==> src/rtl/axi_ram_rd_dma.sv <==
// rtl/axi_ram_rd_dma.sv - read-side AXI burst controller with max-length and 4 KB splitting
// One burst outstanding; R beats pass straight through to the consumer.
module axi_ram_rd_dma #(
  parameter int DATA_WIDTH    = 32,
  parameter int ADDR_WIDTH    = 16,
  parameter int CNT_WIDTH     = 16,
  parameter int MAX_BURST_LEN = 256
) (
  input  logic                  clk,
  input  logic                  rst_n,
  input  logic [ADDR_WIDTH-1:0] cmd_addr,
  input  logic [CNT_WIDTH-1:0]  cmd_beats,
  input  logic                  cmd_valid,
  output logic                  cmd_ready,
  output logic [DATA_WIDTH-1:0] out_data,
  output logic                  out_last,
  output logic                  out_valid,
  input  logic                  out_ready,
  output logic                  done,
  output logic                  done_err,
  output logic [ADDR_WIDTH-1:0] s_axi_araddr,
  output logic [7:0]            s_axi_arlen,
  output logic [2:0]            s_axi_arsize,
  output logic [1:0]            s_axi_arburst,
  output logic                  s_axi_arvalid,
  input  logic                  s_axi_arready,
  input  logic [DATA_WIDTH-1:0] s_axi_rdata,
  input  logic [1:0]            s_axi_rresp,
  input  logic                  s_axi_rlast,
  input  logic                  s_axi_rvalid,
  output logic                  s_axi_rready
);
  localparam int BYTES = DATA_WIDTH / 8;
  localparam int SZ    = $clog2(BYTES);

  typedef enum logic [2:0] {IDLE, CALC, ADDR, DATA, DONE} state_t;
  state_t state, state_nxt;

  logic [ADDR_WIDTH-1:0] addr;
  logic [CNT_WIDTH-1:0]  remaining;
  logic [8:0]            bcnt;
  logic                  err;
  logic [31:0]           room;
  logic [31:0]           blen;
  logic                  r_hs;
  logic                  burst_end;

  assign s_axi_arsize  = 3'(SZ);
  assign s_axi_arburst = 2'b01;
  assign out_data      = s_axi_rdata;
  assign r_hs          = (state == DATA) && s_axi_rvalid && out_ready;
  assign burst_end     = (bcnt == 9'd1);

  // Beats left before the next 4 KB page, then clamp by max length and remaining count
  always_comb begin
    room = (32'd4096 - 32'(addr[11:0])) >> SZ;
    blen = 32'(remaining);
    if (blen > 32'(MAX_BURST_LEN)) blen = 32'(MAX_BURST_LEN);
    if (blen > room) blen = room;
  end

  always_ff @(posedge clk or negedge rst_n) begin
    if (!rst_n) begin
      state        <= IDLE;
      addr         <= '0;
      remaining    <= '0;
      bcnt         <= '0;
      err          <= 1'b0;
      s_axi_araddr <= '0;
      s_axi_arlen  <= '0;
    end else begin
      state <= state_nxt;
      if (state == IDLE && cmd_valid) begin
        addr      <= cmd_addr & ~ADDR_WIDTH'(BYTES - 1);
        remaining <= cmd_beats;
        err       <= 1'b0;
      end
      if (state == CALC && remaining != '0) begin
        s_axi_araddr <= addr;
        s_axi_arlen  <= 8'(blen - 32'd1);
        bcnt         <= 9'(blen);
      end
      // The beat counter decides burst end; a wrong rlast is only reported
      if (r_hs) begin
        bcnt      <= bcnt - 9'd1;
        remaining <= remaining - CNT_WIDTH'(1);
        if (s_axi_rresp != 2'b00 || s_axi_rlast != burst_end) err <= 1'b1;
        if (burst_end) addr <= addr + ((ADDR_WIDTH'(s_axi_arlen) + ADDR_WIDTH'(1)) << SZ);
      end
    end
  end

  always_comb begin
    state_nxt     = state;
    cmd_ready     = 1'b0;
    s_axi_arvalid = 1'b0;
    out_valid     = 1'b0;
    s_axi_rready  = 1'b0;
    out_last      = 1'b0;
    done          = 1'b0;
    done_err      = 1'b0;
    case (state)
      IDLE: begin
        cmd_ready = rst_n;
        if (cmd_valid) state_nxt = CALC;
      end
      CALC: state_nxt = (remaining == '0) ? DONE : ADDR;
      ADDR: begin
        s_axi_arvalid = 1'b1;
        if (s_axi_arready) state_nxt = DATA;
      end
      DATA: begin
        out_valid    = s_axi_rvalid;
        s_axi_rready = out_ready;
        out_last     = burst_end && (remaining == CNT_WIDTH'(1));
        if (r_hs && burst_end) state_nxt = (remaining == CNT_WIDTH'(1)) ? DONE : CALC;
      end
      DONE: begin
        done      = 1'b1;
        done_err  = err;
        state_nxt = IDLE;
      end
      default: state_nxt = IDLE;
    endcase
  end
endmodule

==> config.mk <==
export PLATFORM = sky130hd
export DESIGN_NAME = axi_ram_rd_dma
export DESIGN_NICKNAME = d
export VERILOG_FILES = /design/src/rtl/axi_ram_rd_dma.sv
export SDC_FILE = /design/constraint.sdc
export NUM_CORES = 1
export LEC_CHECK = 0
export CELL_PAD_IN_SITES_DETAIL_PLACEMENT = 0
export CELL_PAD_IN_SITES_GLOBAL_PLACEMENT = 1
export CORE_ASPECT_RATIO = 0.9
export CORE_UTILIZATION = 36
export CTS_CLUSTER_SIZE = 14
export DETAILED_ROUTE_END_ITERATION = 16
export GPL_TIMING_DRIVEN = 0
export PLACE_DENSITY_LB_ADDON = 0.25
export SLEW_MARGIN = 20
export SYNTH_ARGS = -nofsm -noshare
export SYNTH_HDL_FRONTEND = slang
export SYNTH_SLANG_ARGS = --single-unit
==> constraint.sdc <==
create_clock -name clk -period 6.55 [get_ports clk]
set_input_delay 0.9825 -clock clk [delete_from_list [all_inputs] [get_ports clk]]
set_output_delay 0.9825 -clock clk [all_outputs]
set_load 0.01 [all_outputs]
==> impl_metrics.ini <==
[grt]
global_route.peak_usage_layer = met2
groute.layer.met3.usage = 0.0458
grt_pass1_vias = 4716
grt_overflow_total = 0
grt_use_met1 = 0.304
grt_first_pass_wirelength_um = 24400
grt_usage = 0.216
met2_layer_usage_reported_by_global_route = 0.339
grt_start_max_net_pins = 49
antenna_violations_before_repair = 0

[synthesis]
yosysWarnings = 0
syn_inst = 624
yosys_top_cell_area_share = 0.340
ys_ff_latch = 69
synthDominantAreaCellType = dfrtp_1
synth_top_cells_by_area = dfrtp_1 34%, nand2_1 8.4%, ha_1 6.7%
ys_seq_area_frac = 0.340
yosys.cell_types.count = 63
synth.avg_cell_area_um2 = 8.14
fraction_of_registers_with_async_set_reset = 1.00
synth-main-ff-cell = dfrtp_1
synth_edf_count = 0
post_synth_instance_area_mm2 = 0.00508

[critical_path]
r2r_start = addr[2]
worst_case_register_to_register_setup_slack_ps = 790
path_class = flip-flop to flip-flop
reg2regPathDepth = 20
setup.worst_path.end_class = flip-flop
required_arrival_time_at_the_worst_endpoint_ps = 6750
data_arrival_time_at_the_worst_slack_endpoint_ps = 5960
startpoint_type = flip-flop
critPathMaxFanout = 10
r2r_end = s_axi_arlen[4]

[timing]
max_slew.worst_pin.slew_ps = 781
post-route-worst-setup-slack_ps = 791
report.final.setup_viol = 0
finalHoldViolations = 0
timing.final.crit_period_ps = 5760
slew_viol_final = 0
whs_ps = 474
grt_setup_unrepaired = false
worst_slew_margin_rel = 0.479
fmax_ghz = 0.174
layout_worst_path_cycle_share = 0.879
final.setup.tns_ps = 0
finClkSkew_ps = 7.41

[routing]
postRouteAntennaNets = 0
avgRoutedWirePerCell_um = 16.1
drt_pass1_iterations = 5
drt_first_iter_violations = 334
route.final.wire_length_um = 15100
vias_per_cell = 5.31
detail_route.drc_violations = 0
routed_vias = 4970

[clock_tree]
cts.sinks = 69
clk_pin_slew_worst_paths_ps = 60
clock_latency_of_the_later_clocked_register_in_the_worst_skew_pair_ps = 340
htree_levels = 3
ctsResizeCount = 0
cts_made_buffers = 9
cts_hold_repair.buffers = 0
tritoncts = built
clk_root_buffer_cell = clkbuf_16
ctsLongestPathBuffers = 2
cts.repair_timing.setup_buffer_count = 0

[layout]
drive_gt1_frac = 0.0937
n_antenna_cell = 0
syn2layout_area_growth_pct = 32.1
layout_commonest_cell = nand2_1
fin_area_mm2 = 0.00671
final_nets = 843
final_core_utilization = 0.495
most-common-layout-cells = 113 x nand2_1, 100 x clkdlybuf4s50_1, 69 x dfrtp_1

[worst_hold_path]
number_of_cells_traversed_by_the_worst_hold_path = 2
worst_min_delay_path_class = flip-flop to flip-flop
min_to = s_axi_araddr[10]
min_from = s_axi_araddr[10]

[placement]
portBuffers = 101
place_ws_ps = 872
post-dp-hpwl_um = 11400
placed_cell_area_mm2 = 0.00637
routabilityCongestion = 0.885

[floorplan]
core_area_mm2 = 0.0136
number_of_rows_in_the_core_area = 40
die_h_um = 115
initial_util = 0.374
die_w_um = 127
top_level_ports = 141
die_area_mm2 = 0.0146

[pwr]
static_leakage_nw = 2.99
worst_vdd_rail_ir_drop_v = 0.000169
power_density_mw_per_mm2 = 432

[job]
cap_violations = 0

[run_status]
outcome = complete, no violations
flip-flops by register name (all words and copies together) (netlist names):
signal,cells
s_axi_araddr,16
bcnt,9
err,1
addr,16
state,3
s_axi_arlen,8
remaining,16
how the worst max path moves through the flow:
stage	from	endpoint	slack, ps
after floorplan	addr[2]	s_axi_arlen[4]	2020
after global placement	rst_n	cmd_ready	760
after detailed placement	addr[2]	s_axi_arlen[4]	870
after CTS	addr[2]	s_axi_arlen[4]	850
after global routing	addr[2]	s_axi_arlen[4]	290
final	addr[2]	s_axi_arlen[4]	790
report_power, final:
| part | switching, W | leakage, nW | total (W) | internal [W] |
|---|---|---|---|---|
| clock network | 0.000198 | 0.163 | 0.000570 | 0.000372 |
| registers | 0.000210 | 0.837 | 0.000816 | 0.000606 |
| logic | 0.000818 | 1.99 | 0.00151 | 0.000695 |
| total | 0.00123 | 2.99 | 0.00290 | 0.00167 |
final cells by class:
class	instances	area (µm²)
Tap cell	189	236
Multi-Input combinational cell	470	2890
Fill cell	1306	6850
Inverter	18	67.6
Buffer	72	413
Sequential cell	69	1730
Clock inverter	6	111
Timing Repair Buffer	102	1040
Clock buffer	10	229
cells in the mapped netlist, drive strengths merged (3+ instances only):
master,instances
dfrtp,69
a21o,9
nor3,19
nand2b,4
nand3,25
o21a,3
buf,43
mux2,5
o22ai,3
or4,7
o31ai,3
mux2i,12
and2,9
xor2,8
xnor2,18
a311oi,5
ha,27
o2111ai,3
inv,18
a211oi,3
nor4,8
clkbuf,29
a221o,3
nand2,113
nand4,6
or3,8
a31oi,13
a21oi,20
or2,5
nor2,44
o21ai,26
and3,13
o211ai,8
critical path, stage by stage (launching register included):
cell	delay, ps
dfrtp_1	380
clkbuf_1	210
nor4_1	380
nand3_1	300
or3_1	450
or3_1	350
ha_1	290
and3_1	190
a221oi_1	450
o2111ai_1	470
nand2_1	280
buf_2	330
mux2i_1	320
inv_1	80
ha_1	200
clkbuf_1	240
nand4_1	160
o21ai_0	110
xnor2_1	150
mux2i_1	160
o21ai_0	90
cell families (layout without fill, tap and decap cells):
group | after synthesis | in the layout | synth area share
other | 2 | 7 | 0.00148
DFF | 69 | 69 | 0.340
muxes | 17 | 17 | 0.0347
xor gates and xnor gates | 26 | 26 | 0.0448
and+or+nand+nor | 270 | 270 | 0.251
adders and majority gates | 28 | 28 | 0.0705
buffers and inverters | 90 | 208 | 0.0946
AOI/OAI and AO/OA | 122 | 122 | 0.163
per-layer routing:
metal	up-vias	routed length, µm
li1	2413	-
met1	2346	7170
met2	199	6820
met3	12	972
met4	0	131
met5	-	0
stage by stage:
step | std cells | total power (W)
2_1_floorplan | 629 | 0.00182
3_3_place_gp | 919 | 0.00227
3_5_place_dp | 920 | 0.00231
4_1_cts | 936 | 0.00290
5_1_grt | 936 | 0.00313
6_report | 936 | 0.00290
Note: power is estimated with default switching activity, not from simulation.
